$ cat src/rtl/l1_lsu_requester_if.sv
// Bundle of the pipeline request/response handshake and the L1 data memory port.
// slave = the requester, master = whoever drives requests and models memory.
interface l1_lsu_requester_if;
  logic        req_valid;
  logic        req_ready;
  logic        req_is_store;
  logic [2:0]  req_funct3;
  logic [31:0] req_addr;
  logic [31:0] req_wdata;
  logic        resp_valid;
  logic [31:0] resp_rdata;
  logic        resp_err;
  logic        mem_read_en;
  logic [31:0] mem_read_addr;
  logic        mem_write_en;
  logic [31:0] mem_write_addr;
  logic [3:0]  mem_write_mask;
  logic [31:0] mem_write_data;
  logic [31:0] mem_read_data;
  logic        mem_stall;

  modport slave (
    input  req_valid, req_is_store, req_funct3, req_addr, req_wdata,
    input  mem_read_data, mem_stall,
    output req_ready, resp_valid, resp_rdata, resp_err,
    output mem_read_en, mem_read_addr, mem_write_en, mem_write_addr,
    output mem_write_mask, mem_write_data
  );

  modport master (
    output req_valid, req_is_store, req_funct3, req_addr, req_wdata,
    output mem_read_data, mem_stall,
    input  req_ready, resp_valid, resp_rdata, resp_err,
    input  mem_read_en, mem_read_addr, mem_write_en, mem_write_addr,
    input  mem_write_mask, mem_write_data
  );
endinterface

$ cat src/rtl/l1_lsu_requester.sv
// RV32I load/store requester driving the L1 data memory port (IDLE/ACCESS/RESP FSM).
// Optional macro MISALIGN_TRAP_EN: misaligned H/W accesses respond with resp_err and skip memory.
// Handshake: a request transfers on a rising edge where req_valid && req_ready; resp_valid is a
// one-cycle pulse with no backpressure; the memory holds an access while mem_stall is high.
module l1_lsu_requester (
  input  logic                      clk,
  input  logic                      reset,
  l1_lsu_requester_if.slave         bus,
  output logic [1:0]                o_dbg_state
);

  typedef enum logic [1:0] {
    S_IDLE   = 2'd0,
    S_ACCESS = 2'd1,
    S_RESP   = 2'd2
  } state_t;

  state_t      r_state;
  state_t      w_next_state;

  logic        r_is_store;
  logic [2:0]  r_funct3;
  logic [1:0]  r_lane;
  logic        r_err;
  logic [31:0] r_rdata;
  logic [31:0] r_rd_addr;
  logic [31:0] r_wr_addr;
  logic [3:0]  r_wr_mask;
  logic [31:0] r_wr_data;

  logic        w_accept;
  logic        w_illegal;
  logic        w_misalign;
  logic        w_req_err;
  logic [3:0]  w_st_mask;
  logic [31:0] w_st_data;
  logic [31:0] w_ld_shift;
  logic [31:0] w_ld_data;

  assign w_accept = bus.req_valid && bus.req_ready;

  // Request legality, evaluated on the live request so errors never reach ACCESS
  always_comb begin
    w_illegal = 1'b0;
    if (bus.req_is_store)
      w_illegal = bus.req_funct3[2] || (bus.req_funct3[1:0] == 2'b11);
    else
      w_illegal = (bus.req_funct3 == 3'b011) || (bus.req_funct3 == 3'b110) ||
                  (bus.req_funct3 == 3'b111);
  end

`ifdef MISALIGN_TRAP_EN
  assign w_misalign = ((bus.req_funct3[1:0] == 2'b01) && bus.req_addr[0]) ||
                      ((bus.req_funct3[1:0] == 2'b10) && (bus.req_addr[1:0] != 2'b00));
`else
  assign w_misalign = 1'b0;
`endif

  assign w_req_err = w_illegal || w_misalign;

  always_comb begin
    w_st_mask = 4'b1111;
    w_st_data = bus.req_wdata;
    case (bus.req_funct3[1:0])
      2'b00: begin
        w_st_mask = 4'b0001 << bus.req_addr[1:0];
        w_st_data = {4{bus.req_wdata[7:0]}};
      end
      2'b01: begin
        w_st_mask = 4'b0011 << {bus.req_addr[1], 1'b0};
        w_st_data = {2{bus.req_wdata[15:0]}};
      end
      default: begin
        w_st_mask = 4'b1111;
        w_st_data = bus.req_wdata;
      end
    endcase
  end

  // Byte loads select by the full lane; halfword loads only by lane[1]
  assign w_ld_shift = bus.mem_read_data >> {r_lane, 3'b000};

  always_comb begin
    w_ld_data = bus.mem_read_data;
    case (r_funct3)
      3'b000:  w_ld_data = {{24{w_ld_shift[7]}}, w_ld_shift[7:0]};
      3'b100:  w_ld_data = {24'd0, w_ld_shift[7:0]};
      3'b001:  w_ld_data = r_lane[1] ? {{16{bus.mem_read_data[31]}}, bus.mem_read_data[31:16]}
                                     : {{16{bus.mem_read_data[15]}}, bus.mem_read_data[15:0]};
      3'b101:  w_ld_data = r_lane[1] ? {16'd0, bus.mem_read_data[31:16]}
                                     : {16'd0, bus.mem_read_data[15:0]};
      default: w_ld_data = bus.mem_read_data;
    endcase
  end

  always_ff @(posedge clk) begin
    if (reset) r_state <= S_IDLE;
    else       r_state <= w_next_state;
  end

  always_comb begin
    w_next_state = r_state;
    case (r_state)
      S_IDLE:   if (w_accept) w_next_state = w_req_err ? S_RESP : S_ACCESS;
      S_ACCESS: if (!bus.mem_stall) w_next_state = S_RESP;
      S_RESP: begin
        if (w_accept) w_next_state = w_req_err ? S_RESP : S_ACCESS;
        else          w_next_state = S_IDLE;
      end
      default:  w_next_state = S_IDLE;
    endcase
  end

  always_comb begin
    bus.req_ready    = (r_state == S_IDLE) || (r_state == S_RESP);
    bus.resp_valid   = (r_state == S_RESP);
    bus.resp_rdata   = (r_state == S_RESP) ? r_rdata : 32'd0;
    bus.resp_err     = (r_state == S_RESP) ? r_err : 1'b0;
    bus.mem_read_en  = (r_state == S_ACCESS) && !r_is_store;
    bus.mem_write_en = (r_state == S_ACCESS) && r_is_store;
  end

  assign bus.mem_read_addr  = r_rd_addr;
  assign bus.mem_write_addr = r_wr_addr;
  assign bus.mem_write_mask = r_wr_mask;
  assign bus.mem_write_data = r_wr_data;
  assign o_dbg_state        = r_state;

  // Memory-side registers load only for a legal access, so they hold outside ACCESS
  always_ff @(posedge clk) begin
    if (reset) begin
      r_is_store <= 1'b0;
      r_funct3   <= 3'd0;
      r_lane     <= 2'd0;
      r_err      <= 1'b0;
      r_rdata    <= 32'd0;
      r_rd_addr  <= 32'd0;
      r_wr_addr  <= 32'd0;
      r_wr_mask  <= 4'd0;
      r_wr_data  <= 32'd0;
    end else begin
      if (w_accept) begin
        r_is_store <= bus.req_is_store;
        r_funct3   <= bus.req_funct3;
        r_lane     <= bus.req_addr[1:0];
        r_err      <= w_req_err;
        r_rdata    <= 32'd0;
        if (!w_req_err) begin
          if (bus.req_is_store) begin
            r_wr_addr <= {bus.req_addr[31:2], 2'b00};
            r_wr_mask <= w_st_mask;
            r_wr_data <= w_st_data;
          end else begin
            r_rd_addr <= {bus.req_addr[31:2], 2'b00};
          end
        end
      end
      if ((r_state == S_ACCESS) && !bus.mem_stall && !r_is_store)
        r_rdata <= w_ld_data;
    end
  end

endmodule
$ cat src/flat_wrapper.sv
// flat-port wrapper written by rule: the top's interface ports become plain ports
module l1_lsu_requester_flat 
  (clk, reset, o_dbg_state, bus_req_valid, bus_req_is_store, bus_req_funct3, bus_req_addr, bus_req_wdata, bus_mem_read_data, bus_mem_stall, bus_req_ready, bus_resp_valid, bus_resp_rdata, bus_resp_err, bus_mem_read_en, bus_mem_read_addr, bus_mem_write_en, bus_mem_write_addr, bus_mem_write_mask, bus_mem_write_data);
  l1_lsu_requester_if bus_i ();
  input  logic clk;
  input  logic reset;
  output logic [1:0] o_dbg_state;
  input wire logic [$bits(bus_i.req_valid)-1:0] bus_req_valid;
  input wire logic [$bits(bus_i.req_is_store)-1:0] bus_req_is_store;
  input wire logic [$bits(bus_i.req_funct3)-1:0] bus_req_funct3;
  input wire logic [$bits(bus_i.req_addr)-1:0] bus_req_addr;
  input wire logic [$bits(bus_i.req_wdata)-1:0] bus_req_wdata;
  input wire logic [$bits(bus_i.mem_read_data)-1:0] bus_mem_read_data;
  input wire logic [$bits(bus_i.mem_stall)-1:0] bus_mem_stall;
  output wire logic [$bits(bus_i.req_ready)-1:0] bus_req_ready;
  output wire logic [$bits(bus_i.resp_valid)-1:0] bus_resp_valid;
  output wire logic [$bits(bus_i.resp_rdata)-1:0] bus_resp_rdata;
  output wire logic [$bits(bus_i.resp_err)-1:0] bus_resp_err;
  output wire logic [$bits(bus_i.mem_read_en)-1:0] bus_mem_read_en;
  output wire logic [$bits(bus_i.mem_read_addr)-1:0] bus_mem_read_addr;
  output wire logic [$bits(bus_i.mem_write_en)-1:0] bus_mem_write_en;
  output wire logic [$bits(bus_i.mem_write_addr)-1:0] bus_mem_write_addr;
  output wire logic [$bits(bus_i.mem_write_mask)-1:0] bus_mem_write_mask;
  output wire logic [$bits(bus_i.mem_write_data)-1:0] bus_mem_write_data;
  assign bus_i.req_valid = bus_req_valid;
  assign bus_i.req_is_store = bus_req_is_store;
  assign bus_i.req_funct3 = bus_req_funct3;
  assign bus_i.req_addr = bus_req_addr;
  assign bus_i.req_wdata = bus_req_wdata;
  assign bus_i.mem_read_data = bus_mem_read_data;
  assign bus_i.mem_stall = bus_mem_stall;
  assign bus_req_ready = bus_i.req_ready;
  assign bus_resp_valid = bus_i.resp_valid;
  assign bus_resp_rdata = bus_i.resp_rdata;
  assign bus_resp_err = bus_i.resp_err;
  assign bus_mem_read_en = bus_i.mem_read_en;
  assign bus_mem_read_addr = bus_i.mem_read_addr;
  assign bus_mem_write_en = bus_i.mem_write_en;
  assign bus_mem_write_addr = bus_i.mem_write_addr;
  assign bus_mem_write_mask = bus_i.mem_write_mask;
  assign bus_mem_write_data = bus_i.mem_write_data;
  l1_lsu_requester u_core (.clk(clk), .reset(reset), .bus(bus_i), .o_dbg_state(o_dbg_state));
endmodule
$ cat config.mk
export PLATFORM = sky130hd
export DESIGN_NAME = l1_lsu_requester_flat
export DESIGN_NICKNAME = d
export VERILOG_FILES = /design/src/rtl/l1_lsu_requester_if.sv /design/src/rtl/l1_lsu_requester.sv /design/src/flat_wrapper.sv
export SDC_FILE = /design/constraint.sdc
export NUM_CORES = 1
export LEC_CHECK = 0
export BUFFER_PORTS_ARGS = -buffer_cell sky130_fd_sc_hd__buf_2
export CORE_ASPECT_RATIO = 1.2
export CORE_UTILIZATION = 23
export CTS_CLUSTER_DIAMETER = 150
export DETAILED_ROUTE_END_ITERATION = 8
export PLACE_DENSITY = 0.45
export SYNTH_ARGS = -nofsm -noshare
export SYNTH_HDL_FRONTEND = slang
export SYNTH_SLANG_ARGS = --single-unit
$ cat constraint.sdc
create_clock -name clk -period 2.7 [get_ports clk]
set_input_delay 0.405 -clock clk [delete_from_list [all_inputs] [get_ports clk]]
set_output_delay 0.405 -clock clk [all_outputs]
set_load 0.02 [all_outputs]
# Yosys cells after proc, flatten, opt, wreduce, memory -nomap -nowiden
# Cells that the tools add are included.
totals:
  ramBits: 0
  out_inout_bits: 139
  word_cells: 60
  latchBits: 0
  reg_bits: 137
  n_memories: 0
  mem_bits_ro: 0
classes:
  n_div: 0
  n_addsub: 0
  n_reduce_logical: 18
  n_lt_le_gt_ge: 0
  n_eq_ne: 12
  n_mul: 0
  muxes: 15
  shifts: 3
  bitwise_logic: 2
ops:
  columns: ["op", "count"]
  rows:
  - ["two-way mux 32 bit", 4]
  - ["case mux 32 bit (4 select lines)", 1]
  - ["case mux 32 bit (2 select lines)", 1]
  - ["right shift 32 x 5 -> 8 bit", 1]
  - ["two-way mux 16 bit", 1]
  - ["== test 3 bit, second input constant", 4]
  - ["two-way mux 2 bit", 4]
  - ["case mux 4 bit (2 select lines)", 1]
  - ["case mux 2 bit (3 select lines)", 1]
  - ["AND reduction 3 bit", 2]
  - ["logical AND 1 bit", 5]
  - ["== test 2 x 1 -> 1 bit, second input constant", 2]
  - ["== test 2 bit, second input constant", 2]
  - ["zero test 2 bit", 2]
  - ["logical OR 1 bit", 4]
  - ["<< shifter 1 x 2 -> 4 bit, first input constant", 1]
  - ["<< shifter 2 x 2 -> 4 bit, first input constant", 1]
  - ["== test 3 x 1 -> 1 bit, second input constant", 1]
  - ["== test 3 x 2 -> 1 bit, second input constant", 1]
  - ["zero test 3 bit", 1]
  - ["zero test 1 bit", 2]
  - ["two-way mux 1 bit", 2]
  - ["!= test 2 x 1 -> 1 bit, second input constant", 1]
  - ["!= test 2 bit, second input constant", 1]
  - ["other kinds (3)", 4]

# Logic depth before layout (Yosys ltp)
depth:
  ltp_word: 7
  ltp_mapped: 8
  ltp_nobuf: 4

# Worst setup path after synthesis
# No wires, ideal clock.
synth_timing:
  path_type: "reg2reg"
  startpoint: "reg u_core.r_state[0], in the netlist u_core.o_dbg_state[0]"
  endpoint: "reg u_core.r_rdata[21]"
  n_path_buf: 3
  slack_ns: 0.565
  required_ns: 2.640
  period_less_slack_ns: 2.135
  path_stages_with_launch: 8
  t_arrival_ns: 2.075
  path_cell_list: "dfxtp_1 or4b_1 buf_2 a211o_1 or4_1 buf_2 buf_6 nand2_1"
synth_via:
  elab_chain_cells: 4
  word_cells_on_any_way: 9
synth_lines:
  columns: ["element", "line", "rtl"]
  rows:
  - ["start: declaration", "l1_lsu_requester.sv:18", "state_t r_state;"]
  - ["start signal: assignment", "l1_lsu_requester.sv:98", "else r_state <= w_next_state;"]
  - ["== test 2 x 1 -> 1 bit, or another cell as far along", "l1_lsu_requester.sv:158", "if ((r_state == S_ACCESS) && !bus.mem_stall && !r_is_store)"]
  - ["logical AND 1 bit / logical OR 1 bit (equally long branches)", "l1_lsu_requester.sv:158, l1_lsu_requester.sv:115", null]
  - ["logical AND 1 bit, on equally long branches", "l1_lsu_requester.sv:158, l1_lsu_requester.sv:40", null]
  - ["two-way mux 32 bit / nonzero test 2 bit (equally long branches)", null, null]
  - ["end signal: assignment", "l1_lsu_requester.sv:159", "r_rdata <= w_ld_data;"]
  - ["end: declaration", "l1_lsu_requester.sv:25", "logic [31:0] r_rdata;"]
# Parallel ways exist; a longest one is shown, timed or not.
# A chain may end at the register's enable or synchronous reset.

# Worst setup path in the final report
layout_timing:
  startpoint: "reg u_core.r_state[1], in the netlist u_core.o_dbg_state[1]"
  endpoint: "out bus_resp_rdata[7]"
layout_via:
  elab_chain_cells: 2
layout_lines:
  columns: ["element", "line", "rtl"]
  rows:
  - ["== test 2 bit", "l1_lsu_requester.sv:117", "bus.resp_rdata = (r_state == S_RESP) ? r_rdata : 32'd0;"]
  - ["two-way mux 32 bit", "l1_lsu_requester.sv:117", null]
  - ["end: declaration", "flat_wrapper.sv:17", "output wire logic [$bits(bus_i.resp_rdata)-1:0] bus_resp_rdata;"]
# No other way between the ends.

==> impl_metrics.ini <==
[clock_tree]
clkTransAtPathRegs_ns = 0.06
h-tree-depth = 4
cts_buffers = 17
hold_buffers = 0
clockRootBuffer = clkbuf_16
clock_sinks = 137
cts_max_path_buffers = 2
worstSkewPairLatency_ns = 0.42
cts_resized = 0
post-cts-setup-buffers = 0
cts_tree = built

[worst_hold_path]
min_to = u_core.bus.mem_read_addr[28]
hp-class = in -> reg
worstHoldStart = bus_req_addr[28]
hold_depth = 3

[synth]
yosys-top-cells-count = nand2_1 (206), dfxtp_1 (137), a21oi_1 (102)
synth_edf_count = 0
syn_inst = 761
synth_top_area_share_pct = 45.37
syn_avg_cell_area_um2 = 7.943
synth_xor_area_share_pct = 0
yosys.area.top_type = dfxtp_1
ys_ff_latch = 137
syn_area_um2 = 6045
yosysSeqAreaShare_pct = 45.37
async_reset_ff_share_pct = 0
dominantRegCellSynth = dfxtp_1
muxShareOfSynthArea_pct = 6.127
synth_top_family_by_area = compound AO/OA/AOI/OAI gates
synth-compound-area-share_pct = 21.20
synthSimpleGateAreaFrac_pct = 20.97
synth_warnings = 0
synth.distinct_cells = 40
yosysMostFrequentCell = nand2_1
synthAdderAreaFrac_pct = 0
ys_top_cells_by_area = dfxtp_1 (45%), nand2_1 (13%), a21oi_1 (8.4%)

[sta]
worst_pin_slew_ns = 0.9800
slew_headroom_pct = 34.66
fin_crit_sh_pct = 78.84
setup_slack_ns = 0.5712
fin_tns_setup_ns = 0
finalHoldViolations = 0
rsz0062_at_grt = false
setup_viol = 0
slew_viol_final = 0
fmax_mhz = 469.7
min_period_ns = 2.129
clock_skew_ns = 0.006213

[finish]
n_fill_cell = 2851
layout-drive-gt1-share_pct = 30.76
area_delta_synth_final_pct = 35.36
ff_latch_area_um2 = 2743
multi_input_area_um2 = 2958
finalNetCount = 1076

[floorplan]
initial_core_util_pct = 23.59
dieArea_um2 = 26940
die_width_um = 150.0
core.rowCount = 64
core_area_um2 = 25620
die_height_um = 179.6
io_pins = 243

[place]
place_ws_ns = 0.4755
hpwlAfterDp_um = 15400
place_congestion = 0.8345
portBuffers = 238

[power]
powerDensity_nw_per_um2 = 639.8
leakagePower_nw = 3.646
worst_ir_drop_vdd_v = 0.0004047

[critical_path]
reg2reg_from = u_core.o_dbg_state[1]
cpPeakStageDelay_ns = 0.42
endpoint_kind = primary output
worstPathArrival_ns = 1.72
cp_max_fo = 33
worst_setup_path_start_kind = flip-flop
required_ns = 2.30
worstReg2RegEnd = u_core.r_rdata[17]
slowest_stage = dfxtp_1
path_class = reg -> out
reg2reg_depth = 4
reg2reg_setup_slack_ns = 0.58
cp_cell_sequence = nor2b_1 -> buf_4 -> and2_1 -> buf_2

[global_route]
grt_antenna_before_repair = 5
grt_pass1_wl_um = 33470
globalRouteTotalUtil_pct = 16.21
gr-total-overflow = 0
grt_max_degree = 87
grt_pass1_vias = 5869

[detailed_routing]
vias_per_cell = 4.638
drc = 0
ant_nets = 0
wire_per_inst_um = 16.40
first_iter_violations = 295
drt-total-wl_um = 21650
firstDrtPassIters = 5
num_vias = 6122

[run_status]
status = finished, final reports clean

[job]
maxCapViolCount = 0
[per-layer routing]
metal  vias up  part of all wire [%]  global-route usage [%]  routed length [um]
met5         -                 0.092                       0                  20
met4         4                   1.9                   5.899                 410
met3        29                   8.3                   5.964                1806
met2       205                    47                   25.74               10140
met1      2853                    43                   19.85                9279
li1       3031                     -                       -                   -
[critical path: cells and delay by family (launching register included)]
| kind | cells | cell delay [ns] |
|---|---|---|
| buffers and inverters | 2 | 0.47 |
| DFF | 1 | 0.42 |
| and+or+nand+nor | 2 | 0.40 |
[sequential cells by signal, indices dropped and copies added, names as in the netlist, 2 cells and up]
signal,flops
u_core.bus.mem_write_addr,30
u_core.bus.mem_write_data,32
u_core.r_rdata,32
u_core.bus.mem_read_addr,30
u_core.o_dbg_state,2
u_core.bus.mem_write_mask,4
u_core.r_lane,2
u_core.r_funct3,3
[where the power goes]
| group | internal, mW | total, mW | switching [mW] |
|---|---|---|---|
| registers | 2.09 | 2.13 | 0.0397 |
| clock network | 1.53 | 2.45 | 0.925 |
| logic | 0.233 | 0.651 | 0.418 |
| total | 3.85 | 5.23 | 1.38 |
[metrics by stage]
step,cell area (um2),total power [mW],utilization [%],hold WS (ns),std cells
global placement,7555,2.836,29.48,0.4317,1283
CTS,8169,5.326,31.88,0.2025,1315
global route,8174,5.481,31.90,0.2139,1317
finish,8182,5.235,31.93,0.2308,1320
floorplan,6056,2.553,-,0.4167,764
detailed placement,7555,2.837,29.48,0.4366,1283
[placed cells by master (no fill, tap or decap), drive strengths merged, types with 3 or more instances in the layout]
cell type,Yosys,final
a211oi,11,11
a21boi,7,7
a21oi,102,102
a221o,7,7
a22oi,16,16
a311oi,17,17
and2,33,33
buf,15,259
bufinv,0,3
clkbuf,55,21
clkinv,1,7
conb,1,4
dfxtp,137,137
diode,0,5
inv,23,24
mux2i,19,19
mux4,8,8
nand2,206,206
nand2b,5,5
nor2,24,24
nor2b,3,3
nor3,11,11
o211ai,8,8
o21ai,20,20
o22ai,15,15
[cells by family after synthesis]
group / after synthesis
muxes: 27
and+or+nand+nor: 294
other: 1
buffers and inverters: 94
AOI/OAI and AO/OA: 208
DFF: 137
[area by class of cell]
| type | count | area share [%] |
|---|---|---|
| Timing Repair Buffer | 259 | 16.52 |
| Sequential cell | 137 | 33.52 |
| Antenna cell | 5 | 0.1529 |
| Tap cell | 330 | 5.047 |
| Inverter | 24 | 1.101 |
| Multi-Input combinational cell | 533 | 36.15 |
| Clock inverter | 11 | 1.759 |
| Clock buffer | 21 | 5.750 |
[how the worst max path moves through the flow]
stage,slack [ns],to,startpoint,cells after the start
floorplan,0.57,u_core.r_rdata[21],u_core.o_dbg_state[0],7
global route,0.38,bus_resp_rdata[7],u_core.o_dbg_state[1],4
CTS,0.51,bus_resp_rdata[7],u_core.o_dbg_state[1],4
detailed placement,0.48,u_core.r_rdata[30],bus_mem_stall,5
finish,0.57,bus_resp_rdata[7],u_core.o_dbg_state[1],4
global placement,0.48,u_core.r_rdata[30],bus_mem_stall,5
(Power assumes the default switching activity.)
